File: src/rtl/mem_wb_stage_if.sv
// Bus bundle for mem_wb_stage: execute-side handshake, data-memory port,
// register-file write port and exception signals.
interface mem_wb_stage_if;
   logic        in_valid;
   logic        in_ready;
   logic [5:0]  in_opcode;
   logic [4:0]  in_rd;
   logic [31:0] in_result;
   logic [31:0] in_store_data;
   logic        in_alu_err;
   logic        in_wb_en;

   logic        mem_req;
   logic        mem_we;
   logic [31:0] mem_addr;
   logic [31:0] mem_wdata;
   logic        mem_ack;
   logic [31:0] mem_rdata;

   logic        rf_we;
   logic [4:0]  rf_waddr;
   logic [31:0] rf_wdata;

   logic        retire;
   logic        exc;
   logic [1:0]  exc_code;
   logic        exc_clear;

   // Environment side: execute stage, memory and exception controller.
   modport master (
      output in_valid, in_opcode, in_rd, in_result, in_store_data, in_alu_err, in_wb_en,
      output mem_ack, mem_rdata, exc_clear,
      input  in_ready, mem_req, mem_we, mem_addr, mem_wdata,
      input  rf_we, rf_waddr, rf_wdata, retire, exc, exc_code
   );

   // Stage side.
   modport slave (
      input  in_valid, in_opcode, in_rd, in_result, in_store_data, in_alu_err, in_wb_en,
      input  mem_ack, mem_rdata, exc_clear,
      output in_ready, mem_req, mem_we, mem_addr, mem_wdata,
      output rf_we, rf_waddr, rf_wdata, retire, exc, exc_code
   );
endinterface

File: src/rtl/mem_wb_stage.sv
// Execute-to-writeback stage: one instruction at a time, lw/sw over a req/ack
// memory port, register-file writeback and a sticky exception.
// Optional feature: define MEM_TIMEOUT_EN to abort memory accesses that wait
// TIMEOUT_CYCLES cycles without an ack (exception code 11).
module mem_wb_stage #(
   parameter int unsigned TIMEOUT_CYCLES = 16
) (
   input  logic          clk,
   input  logic          rst_n,
   mem_wb_stage_if.slave bus
);

   localparam logic [5:0] OpLw = 6'b100011;
   localparam logic [5:0] OpSw = 6'b101011;

   localparam logic [1:0] StIdle = 2'd0;
   localparam logic [1:0] StMem  = 2'd1;
   localparam logic [1:0] StWb   = 2'd2;
   localparam logic [1:0] StExc  = 2'd3;

   localparam logic [1:0] ExcNone     = 2'b00;
   localparam logic [1:0] ExcOverflow = 2'b01;
   localparam logic [1:0] ExcMisalign = 2'b10;
`ifdef MEM_TIMEOUT_EN
   localparam logic [1:0] ExcTimeout  = 2'b11;
`endif

   logic [1:0]  state_q, state_d;
   logic [1:0]  code_q, code_d;
   logic        ready_q;
   logic        sw_retire_q, sw_done;
   logic [5:0]  op_q;
   logic [4:0]  rd_q;
   logic [31:0] data_q;     // ALU result / address, replaced by load data on lw ack
   logic [31:0] wdata_q;
   logic        wb_en_q;

   logic accept;
   logic in_is_mem;
   logic is_lw_q, is_sw_q;

   assign accept    = bus.in_valid && ready_q;
   assign in_is_mem = (bus.in_opcode == OpLw) || (bus.in_opcode == OpSw);
   assign is_lw_q   = (op_q == OpLw);
   assign is_sw_q   = (op_q == OpSw);

`ifdef MEM_TIMEOUT_EN
   localparam int unsigned CntW = $clog2(TIMEOUT_CYCLES + 1);
   logic [CntW-1:0] cnt_q;
   logic            timeout;

   // Count MEM cycles without ack; zero whenever not in MEM so each entry starts fresh.
   always_ff @(posedge clk) begin
      if (!rst_n || state_q != StMem) begin
         cnt_q <= '0;
      end else if (!bus.mem_ack) begin
         cnt_q <= cnt_q + CntW'(1);
      end
   end

   assign timeout = (cnt_q == CntW'(TIMEOUT_CYCLES - 1));
`endif

   // Next-state and exception-code decode.
   always_comb begin
      state_d = state_q;
      code_d  = code_q;
      sw_done = 1'b0;
      case (state_q)
         StIdle: begin
            if (accept) begin
               if (bus.in_alu_err) begin
                  state_d = StExc;
                  code_d  = ExcOverflow;
               end else if (in_is_mem && bus.in_result[1:0] != 2'b00) begin
                  state_d = StExc;
                  code_d  = ExcMisalign;
               end else if (in_is_mem) begin
                  state_d = StMem;
               end else begin
                  state_d = StWb;
               end
            end
         end
         StMem: begin
            // An ack on the limit edge wins over the timeout.
            if (bus.mem_ack) begin
               if (is_lw_q) begin
                  state_d = StWb;
               end else begin
                  state_d = StIdle;
                  sw_done = 1'b1;
               end
            end
`ifdef MEM_TIMEOUT_EN
            else if (timeout) begin
               state_d = StExc;
               code_d  = ExcTimeout;
            end
`endif
         end
         StWb: begin
            state_d = StIdle;
         end
         StExc: begin
            if (bus.exc_clear) begin
               state_d = StIdle;
               code_d  = ExcNone;
            end
         end
         default: begin
            state_d = StIdle;
            code_d  = ExcNone;
         end
      endcase
   end

   // Control state; in_ready is registered so it stays low through reset.
   always_ff @(posedge clk) begin
      if (!rst_n) begin
         state_q     <= StIdle;
         code_q      <= ExcNone;
         ready_q     <= 1'b0;
         sw_retire_q <= 1'b0;
      end else begin
         state_q     <= state_d;
         code_q      <= code_d;
         ready_q     <= (state_d == StIdle);
         sw_retire_q <= sw_done;
      end
   end

   // Instruction fields captured on accept; load data overwrites the result on lw ack.
   always_ff @(posedge clk) begin
      if (!rst_n) begin
         op_q    <= '0;
         rd_q    <= '0;
         data_q  <= '0;
         wdata_q <= '0;
         wb_en_q <= 1'b0;
      end else if (state_q == StIdle && accept) begin
         op_q    <= bus.in_opcode;
         rd_q    <= bus.in_rd;
         data_q  <= bus.in_result;
         wdata_q <= bus.in_store_data;
         wb_en_q <= bus.in_wb_en;
      end else if (state_q == StMem && bus.mem_ack && is_lw_q) begin
         data_q  <= bus.mem_rdata;
      end
   end

   // Outputs decoded from state and registered fields only.
   always_comb begin
      bus.in_ready  = ready_q;
      bus.mem_req   = (state_q == StMem);
      bus.mem_we    = (state_q == StMem) && is_sw_q;
      bus.mem_addr  = (state_q == StMem) ? data_q : '0;
      bus.mem_wdata = (state_q == StMem) ? wdata_q : '0;
      bus.rf_we     = (state_q == StWb) && wb_en_q && (rd_q != '0);
      bus.rf_waddr  = (state_q == StWb) ? rd_q : '0;
      bus.rf_wdata  = (state_q == StWb) ? data_q : '0;
      bus.retire    = (state_q == StWb) || sw_retire_q;
      bus.exc       = (state_q == StExc);
      bus.exc_code  = code_q;
   end

endmodule

File: src/flat_wrapper.sv
// flat-port wrapper written by rule: the top's interface ports become plain ports
module mem_wb_stage_flat 
#(
   parameter int unsigned TIMEOUT_CYCLES = 16
)
  (clk, rst_n, bus_in_valid, bus_in_opcode, bus_in_rd, bus_in_result, bus_in_store_data, bus_in_alu_err, bus_in_wb_en, bus_mem_ack, bus_mem_rdata, bus_exc_clear, bus_in_ready, bus_mem_req, bus_mem_we, bus_mem_addr, bus_mem_wdata, bus_rf_we, bus_rf_waddr, bus_rf_wdata, bus_retire, bus_exc, bus_exc_code);
  mem_wb_stage_if bus_i ();
  input  logic clk;
  input  logic rst_n;
  input wire logic [$bits(bus_i.in_valid)-1:0] bus_in_valid;
  input wire logic [$bits(bus_i.in_opcode)-1:0] bus_in_opcode;
  input wire logic [$bits(bus_i.in_rd)-1:0] bus_in_rd;
  input wire logic [$bits(bus_i.in_result)-1:0] bus_in_result;
  input wire logic [$bits(bus_i.in_store_data)-1:0] bus_in_store_data;
  input wire logic [$bits(bus_i.in_alu_err)-1:0] bus_in_alu_err;
  input wire logic [$bits(bus_i.in_wb_en)-1:0] bus_in_wb_en;
  input wire logic [$bits(bus_i.mem_ack)-1:0] bus_mem_ack;
  input wire logic [$bits(bus_i.mem_rdata)-1:0] bus_mem_rdata;
  input wire logic [$bits(bus_i.exc_clear)-1:0] bus_exc_clear;
  output wire logic [$bits(bus_i.in_ready)-1:0] bus_in_ready;
  output wire logic [$bits(bus_i.mem_req)-1:0] bus_mem_req;
  output wire logic [$bits(bus_i.mem_we)-1:0] bus_mem_we;
  output wire logic [$bits(bus_i.mem_addr)-1:0] bus_mem_addr;
  output wire logic [$bits(bus_i.mem_wdata)-1:0] bus_mem_wdata;
  output wire logic [$bits(bus_i.rf_we)-1:0] bus_rf_we;
  output wire logic [$bits(bus_i.rf_waddr)-1:0] bus_rf_waddr;
  output wire logic [$bits(bus_i.rf_wdata)-1:0] bus_rf_wdata;
  output wire logic [$bits(bus_i.retire)-1:0] bus_retire;
  output wire logic [$bits(bus_i.exc)-1:0] bus_exc;
  output wire logic [$bits(bus_i.exc_code)-1:0] bus_exc_code;
  assign bus_i.in_valid = bus_in_valid;
  assign bus_i.in_opcode = bus_in_opcode;
  assign bus_i.in_rd = bus_in_rd;
  assign bus_i.in_result = bus_in_result;
  assign bus_i.in_store_data = bus_in_store_data;
  assign bus_i.in_alu_err = bus_in_alu_err;
  assign bus_i.in_wb_en = bus_in_wb_en;
  assign bus_i.mem_ack = bus_mem_ack;
  assign bus_i.mem_rdata = bus_mem_rdata;
  assign bus_i.exc_clear = bus_exc_clear;
  assign bus_in_ready = bus_i.in_ready;
  assign bus_mem_req = bus_i.mem_req;
  assign bus_mem_we = bus_i.mem_we;
  assign bus_mem_addr = bus_i.mem_addr;
  assign bus_mem_wdata = bus_i.mem_wdata;
  assign bus_rf_we = bus_i.rf_we;
  assign bus_rf_waddr = bus_i.rf_waddr;
  assign bus_rf_wdata = bus_i.rf_wdata;
  assign bus_retire = bus_i.retire;
  assign bus_exc = bus_i.exc;
  assign bus_exc_code = bus_i.exc_code;
  mem_wb_stage #(.TIMEOUT_CYCLES(TIMEOUT_CYCLES)) u_core (.clk(clk), .rst_n(rst_n), .bus(bus_i));
endmodule
File: config.mk
export PLATFORM = sky130hd
export DESIGN_NAME = mem_wb_stage_flat
export DESIGN_NICKNAME = d
export VERILOG_FILES = /design/src/rtl/mem_wb_stage_if.sv /design/src/rtl/mem_wb_stage.sv /design/src/flat_wrapper.sv
export SDC_FILE = /design/constraint.sdc
export NUM_CORES = 1
export LEC_CHECK = 0
export ABC_AREA = 1
export CAP_MARGIN = 20
export CELL_PAD_IN_SITES_DETAIL_PLACEMENT = 1
export CELL_PAD_IN_SITES_GLOBAL_PLACEMENT = 1
export CORE_MARGIN = 4
export CORE_UTILIZATION = 26
export CTS_CLUSTER_DIAMETER = 200
export CTS_CLUSTER_SIZE = 24
export DETAILED_ROUTE_END_ITERATION = 6
export PLACE_DENSITY = 0.92
export SYNTH_ARGS = -nofsm -noshare
export SYNTH_HDL_FRONTEND = slang
export SYNTH_SLANG_ARGS = --single-unit
File: constraint.sdc
create_clock -name clk -period 1.4 [get_ports clk]
set_input_delay 0.35 -clock clk [delete_from_list [all_inputs] [get_ports clk]]
set_output_delay 0.35 -clock clk [all_outputs]
set_load 0.02 [all_outputs]
# Word-level counts from Yosys, hierarchy flattened
# Index checks and enable logic that the tools add are counted.
[op_classes]
n_eq_ne = 10
n_mux = 20
reduce_logical = 18
[ops]
columns = ["cell", "n"]
rows = [
  ["32-bit 2-to-1 mux", 5],
  ["6-bit == test (second input constant)", 4],
  ["2-bit 2-to-1 mux", 11],
  ["1-bit logical AND", 8],
  ["2-bit case mux with 4 select lines", 1],
  ["2-bit nonzero test", 3],
  ["5-bit 2-to-1 mux", 1],
  ["5-bit nonzero test", 1],
  ["2-bit == test (second input constant)", 2],
  ["2-bit zero test", 2],
  ["2-bit case mux with 2 select lines", 1],
  ["4-bit AND reduction", 1],
  ["3-bit by 2-bit inequality test with 1-bit output (second input constant)", 1],
  ["3-bit AND reduction", 1],
  ["2-bit by 1-bit == test with 1-bit output (second input constant)", 1],
  ["1-bit logical OR", 2],
  ["2-bit by 1-bit inequality test with 1-bit output (second input constant)", 1],
  ["2-bit inequality test (second input constant)", 1],
  ["1-bit 2-to-1 mux", 1],
]
[word_totals]
register_bits = 82
inputBits = 114
out_inout_bits = 109

# Logic depth before layout (Yosys ltp)
[depth]
ltp_word = 8
mapped_depth = 9
depth_no_buf = 8

# Worst setup path after synthesis
# Ideal clock, no wire load.
[synth_path]
path_type = "register -> output"
from = "register u_core.state_q[0]"
to = "output bus_mem_we"
arrival_time_ps = 1519
t_required_ps = 1050
setup_slack_ps = -469
path_stages_with_launch = 6
cell_sequence = "dfxtp_1 inv_2 nor2_4 inv_1 buf_2 nor4_1"
[synth_between]
elab_chain_cells = 2
[synth_rtl]
columns = ["item", "line", "source"]
rows = [
  ["from (decl)", "mem_wb_stage.sv:28", "logic [1:0] state_q, state_d;"],
  ["from (signal assigned)", "mem_wb_stage.sv:121", "state_q <= StIdle;"],
  ["from (signal assigned)", "mem_wb_stage.sv:126", "state_q <= state_d;"],
  ["2-bit by 1-bit == test with 1-bit output", "-", ""],
  ["named net bus_mem_req", "flat_wrapper.sv:21", "output wire logic [$bits(bus_i.mem_req)-1:0] bus_mem_req;"],
  ["1-bit logical AND", "mem_wb_stage.sv:156", "bus.mem_we = (state_q == StMem) && is_sw_q;"],
  ["to (decl)", "flat_wrapper.sv:22", "output wire logic [$bits(bus_i.mem_we)-1:0] bus_mem_we;"],
]
# The timed path passes the listed nets, and every way through them passes these cells.

# Worst setup path after layout
[layout_path]
from = "register u_core.state_q[1]"
to = "output bus_mem_wdata[1]"
[layout_between]
elab_chain_cells = 2
[layout_rtl]
columns = ["item", "line", "source"]
rows = [
  ["2-bit by 1-bit == test with 1-bit output", "mem_wb_stage.sv:158", "bus.mem_wdata = (state_q == StMem) ? wdata_q : '0;"],
  ["32-bit 2-to-1 mux", "mem_wb_stage.sv:158", ""],
  ["to (decl)", "flat_wrapper.sv:24", "output wire logic [$bits(bus_i.mem_wdata)-1:0] bus_mem_wdata;"],
]
# No other way between the ends.

==> out/qor.txt <==
Die ar.: 18300 um2
Fillers: 1829
Slew Limit Fails: 0
Status: finished with violations
Crit path largest cell delay: 0.34 ns
Worst skew pair latency: 0.34 ns
Via Count: 5818
Rows: 46
PortBufs: 222
Initial Util: 26.6%
Gpl congestion: 0.742
Crit Path Category: reg2out
Cell Area, Synth: 4220 um2
Slew headroom: 74.0%
Fin. Hold Viols: 0
CTS tree: done
Die Width: 135 um
Vias in the first global route: 6346
Final Cycle Share: 135%
Syn-to-layout area delta: 124%
Ys Warns: 0
Core Area: 15900 um2
First-pass iteration count of the detailed router: 4
P per Cell Area: 818 nW/um2
Min Clock Period, post-route: 1.90 ns
Critical path's top delay family: buffers and inverters
Hold/Removal Path Class: in2reg
Dpl hpwl: 14.0 mm
Register Area: 1640 um2
RSZ-0062 raised after global routing: true
CTS Buf Count: 9
Critical Path Sink Type: output pin
Max clock buf depth: 2
Max-Cap Viols: 0
Final clock skew: 0.00855 ns
Worst Path Arrival: 1.55 ns
Critical-path cell list: buf_6 > nor2_4 > inv_8 > buf_16 > nor2_2 > buf_4
Die height: 135 um
I/O Pins: 223
First-pass GRT wire length: 33.8 mm
Slowest cell on the critical path: dfxtp_2
Syn avg cell area: 6.20 um2
Setup TNS: -70.40 ns
Final nets: 1106
Maximum vdd drop: 629 uV
Final WL: 24.9 mm
Startpoint Class: flop
Setup ws final: -0.496 ns
#FFs+latches synth: 82
Ant diodes: 0
Gate Count Post-Synth: 681
# clock sinks: 82
Hold slack: 0.321 ns
Failing checks: negative setup slack
Worst-Margin Slew: 0.390 ns
Starting DRT DRC Count: 263
Maximum clock rate: 527 MHz
Grt ovf: 0
Area of the multi-input gates: 2980 um2
Layout cells sized above 1: 43.9%
Clk pin slew, worst setup/hold paths: 0.07 ns
Largest net degree at the start of global routing: 66
Avg Vias per Cell: 4.80
Unique cell type count in the Yosys netlist: 22
DRC Markers: 0
Sequential share of the synthesized area: 38.9%
Top cell type's share of synthesized area: 38.9%
ANT nets after route: 0
Net count after synthesis: 795
Synth area leaders: dfxtp_1, nor2_1, nand2_1, a21oi_1, inv_1
H-tree levels: 3
Final Power: 7.75 mW
Number of buffers and inverters on the critical path: 4
LEAKAGE: 3.98 nW
CTS Root Cell: clkbuf_16
Setup violators final: 187
Initial antenna violation count: 0
Synth area leader: dfxtp_1
Total GRT Usage: 23.6%
Avg WL per Cell: 20.5 um
Critical Path Fanout Max: 10
WP data required: 1.05 ns
==> worst reg2reg max path, stage by stage, from the launching register on <==
cell       delay (ns)
dfxtp_2          0.34
buf_4            0.13
buf_6            0.10
buf_6            0.11
nor2_4           0.14
buf_6            0.11
inv_2            0.04
nor2_4           0.18
buf_6            0.15
clkbuf_16        0.15
nand2_1          0.07
nand2_1          0.08
a21oi_2          0.04
nor2_1           0.12
==> per-stage QoR <==
step / utilization, % / cells / setup slack, ns / cell area (um2)
after floorplan: - / 681 / -0.102 / 4700
after global placement: 48.4 / 1155 / -0.508 / 7690
after detailed placement: 48.4 / 1155 / -0.586 / 7690
after CTS: 55.3 / 1195 / -0.494 / 8780
after global routing: 59.6 / 1213 / -0.558 / 9470
final: 59.6 / 1213 / -0.496 / 9470
==> logic make-up after synthesis <==
| logic type | after synthesis | share of synthesized area [%] |
|---|---|---|
| flip-flops | 82 | 38.9 |
| AND/OR/NAND/NOR | 339 | 32.0 |
| buffers and inverters | 135 | 14.1 |
| AO/OA/AOI/OAI | 125 | 14.9 |
==> state kept, by name, summed over array words and instances (netlist names) <==
signal               count
u_core.wb_en_q           1
u_core.state_q           2
u_core.op_q              6
u_core.data_q           32
u_core.bus.in_ready      1
u_core.sw_retire_q       1
u_core.wdata_q          32
u_core.bus.exc_code      2
u_core.rd_q              5
==> synth_stat cells (all sizes together) <==
cell type / instances
or2: 1
inv: 86
and2: 1
a21boi: 1
clkbuf: 13
buf: 36
o21ai: 49
nand4: 2
a21oi: 74
nor4: 1
nor2: 155
o211ai: 1
nand2: 140
nand3: 39
dfxtp: 82
==> worst paths after layout <==
check	depth (start not counted)	slack (ns)	startpoint	endpoint
worst min-delay path	3	0.32	rst_n	u_core.wdata_q[16]
worst max-delay path	6	-0.50	u_core.state_q[1]	bus_mem_wdata[1]
worst min register to register	2	0.48	u_core.wdata_q[0]	u_core.wdata_q[0]
worst max register to register	13	-0.43	u_core.state_q[1]	u_core.data_q[20]
==> per-layer routing <==
metal  routed length, um  global-route usage [%]  share of wire, %
met1                8950                    24.6                36
met4                 707                    8.85               2.8
met5                   0                       0                 0
met2               13700                    44.9                55
met3                1530                    6.09               6.1
==> power breakdown <==
part / internal [mW] / total [mW] / switching (mW)
logic: 1.13 / 2.37 / 1.24
clock network: 1.75 / 2.78 / 1.03
registers: 2.53 / 2.60 / 0.0739
total: 5.41 / 7.75 / 2.34
==> layout make-up <==
| type | instances | area share, % |
|---|---|---|
| Tap cell | 216 | 2.85 |
| Inverter | 86 | 3.54 |
| Clock buffer | 10 | 2.42 |
| Timing Repair Buffer | 348 | 41.0 |
| Sequential cell | 82 | 17.4 |
| Multi-Input combinational cell | 464 | 31.5 |
| Timing Repair inverter | 1 | 0.119 |
| Clock inverter | 6 | 1.20 |
==> placed cells by master (no fill, tap or decap), types with 2 or more instances in the layout <==
master	synthesis	layout
nor2_1	152	52
buf_6	4	122
buf_4	10	73
nand2_2	0	20
nand3_1	38	38
buf_8	0	6
nand2_4	0	3
dfxtp_2	0	2
buf_16	0	9
inv_2	3	2
a21oi_2	0	26
nor2_4	1	83
clkinvlp_4	0	2
nor2_2	2	20
o21ai_4	0	3
a21oi_1	74	45
dlygate4sd2_1	0	2
clkbuf_16	0	16
a21oi_4	0	3
dfxtp_1	82	80
nand4_1	2	2
o21ai_0	49	19
inv_1	83	81
clkdlybuf4s50_1	0	112
buf_12	0	15
bufinv_16	0	3
o21ai_1	0	6
inv_4	0	2
nand2_1	140	117
o21ai_2	0	21
inv_8	0	2
==> repair_timing <==
action | 4_1_cts | 5_1_grt
pin swaps | 10 | 18
resized for setup | 733 | 141
cloned | 9 | 9
endpoints found under the setup margin | 183 | 190
setup buffers | 15 | 9
hold buffers | 0 | 0
(Power assumes the default switching activity.)
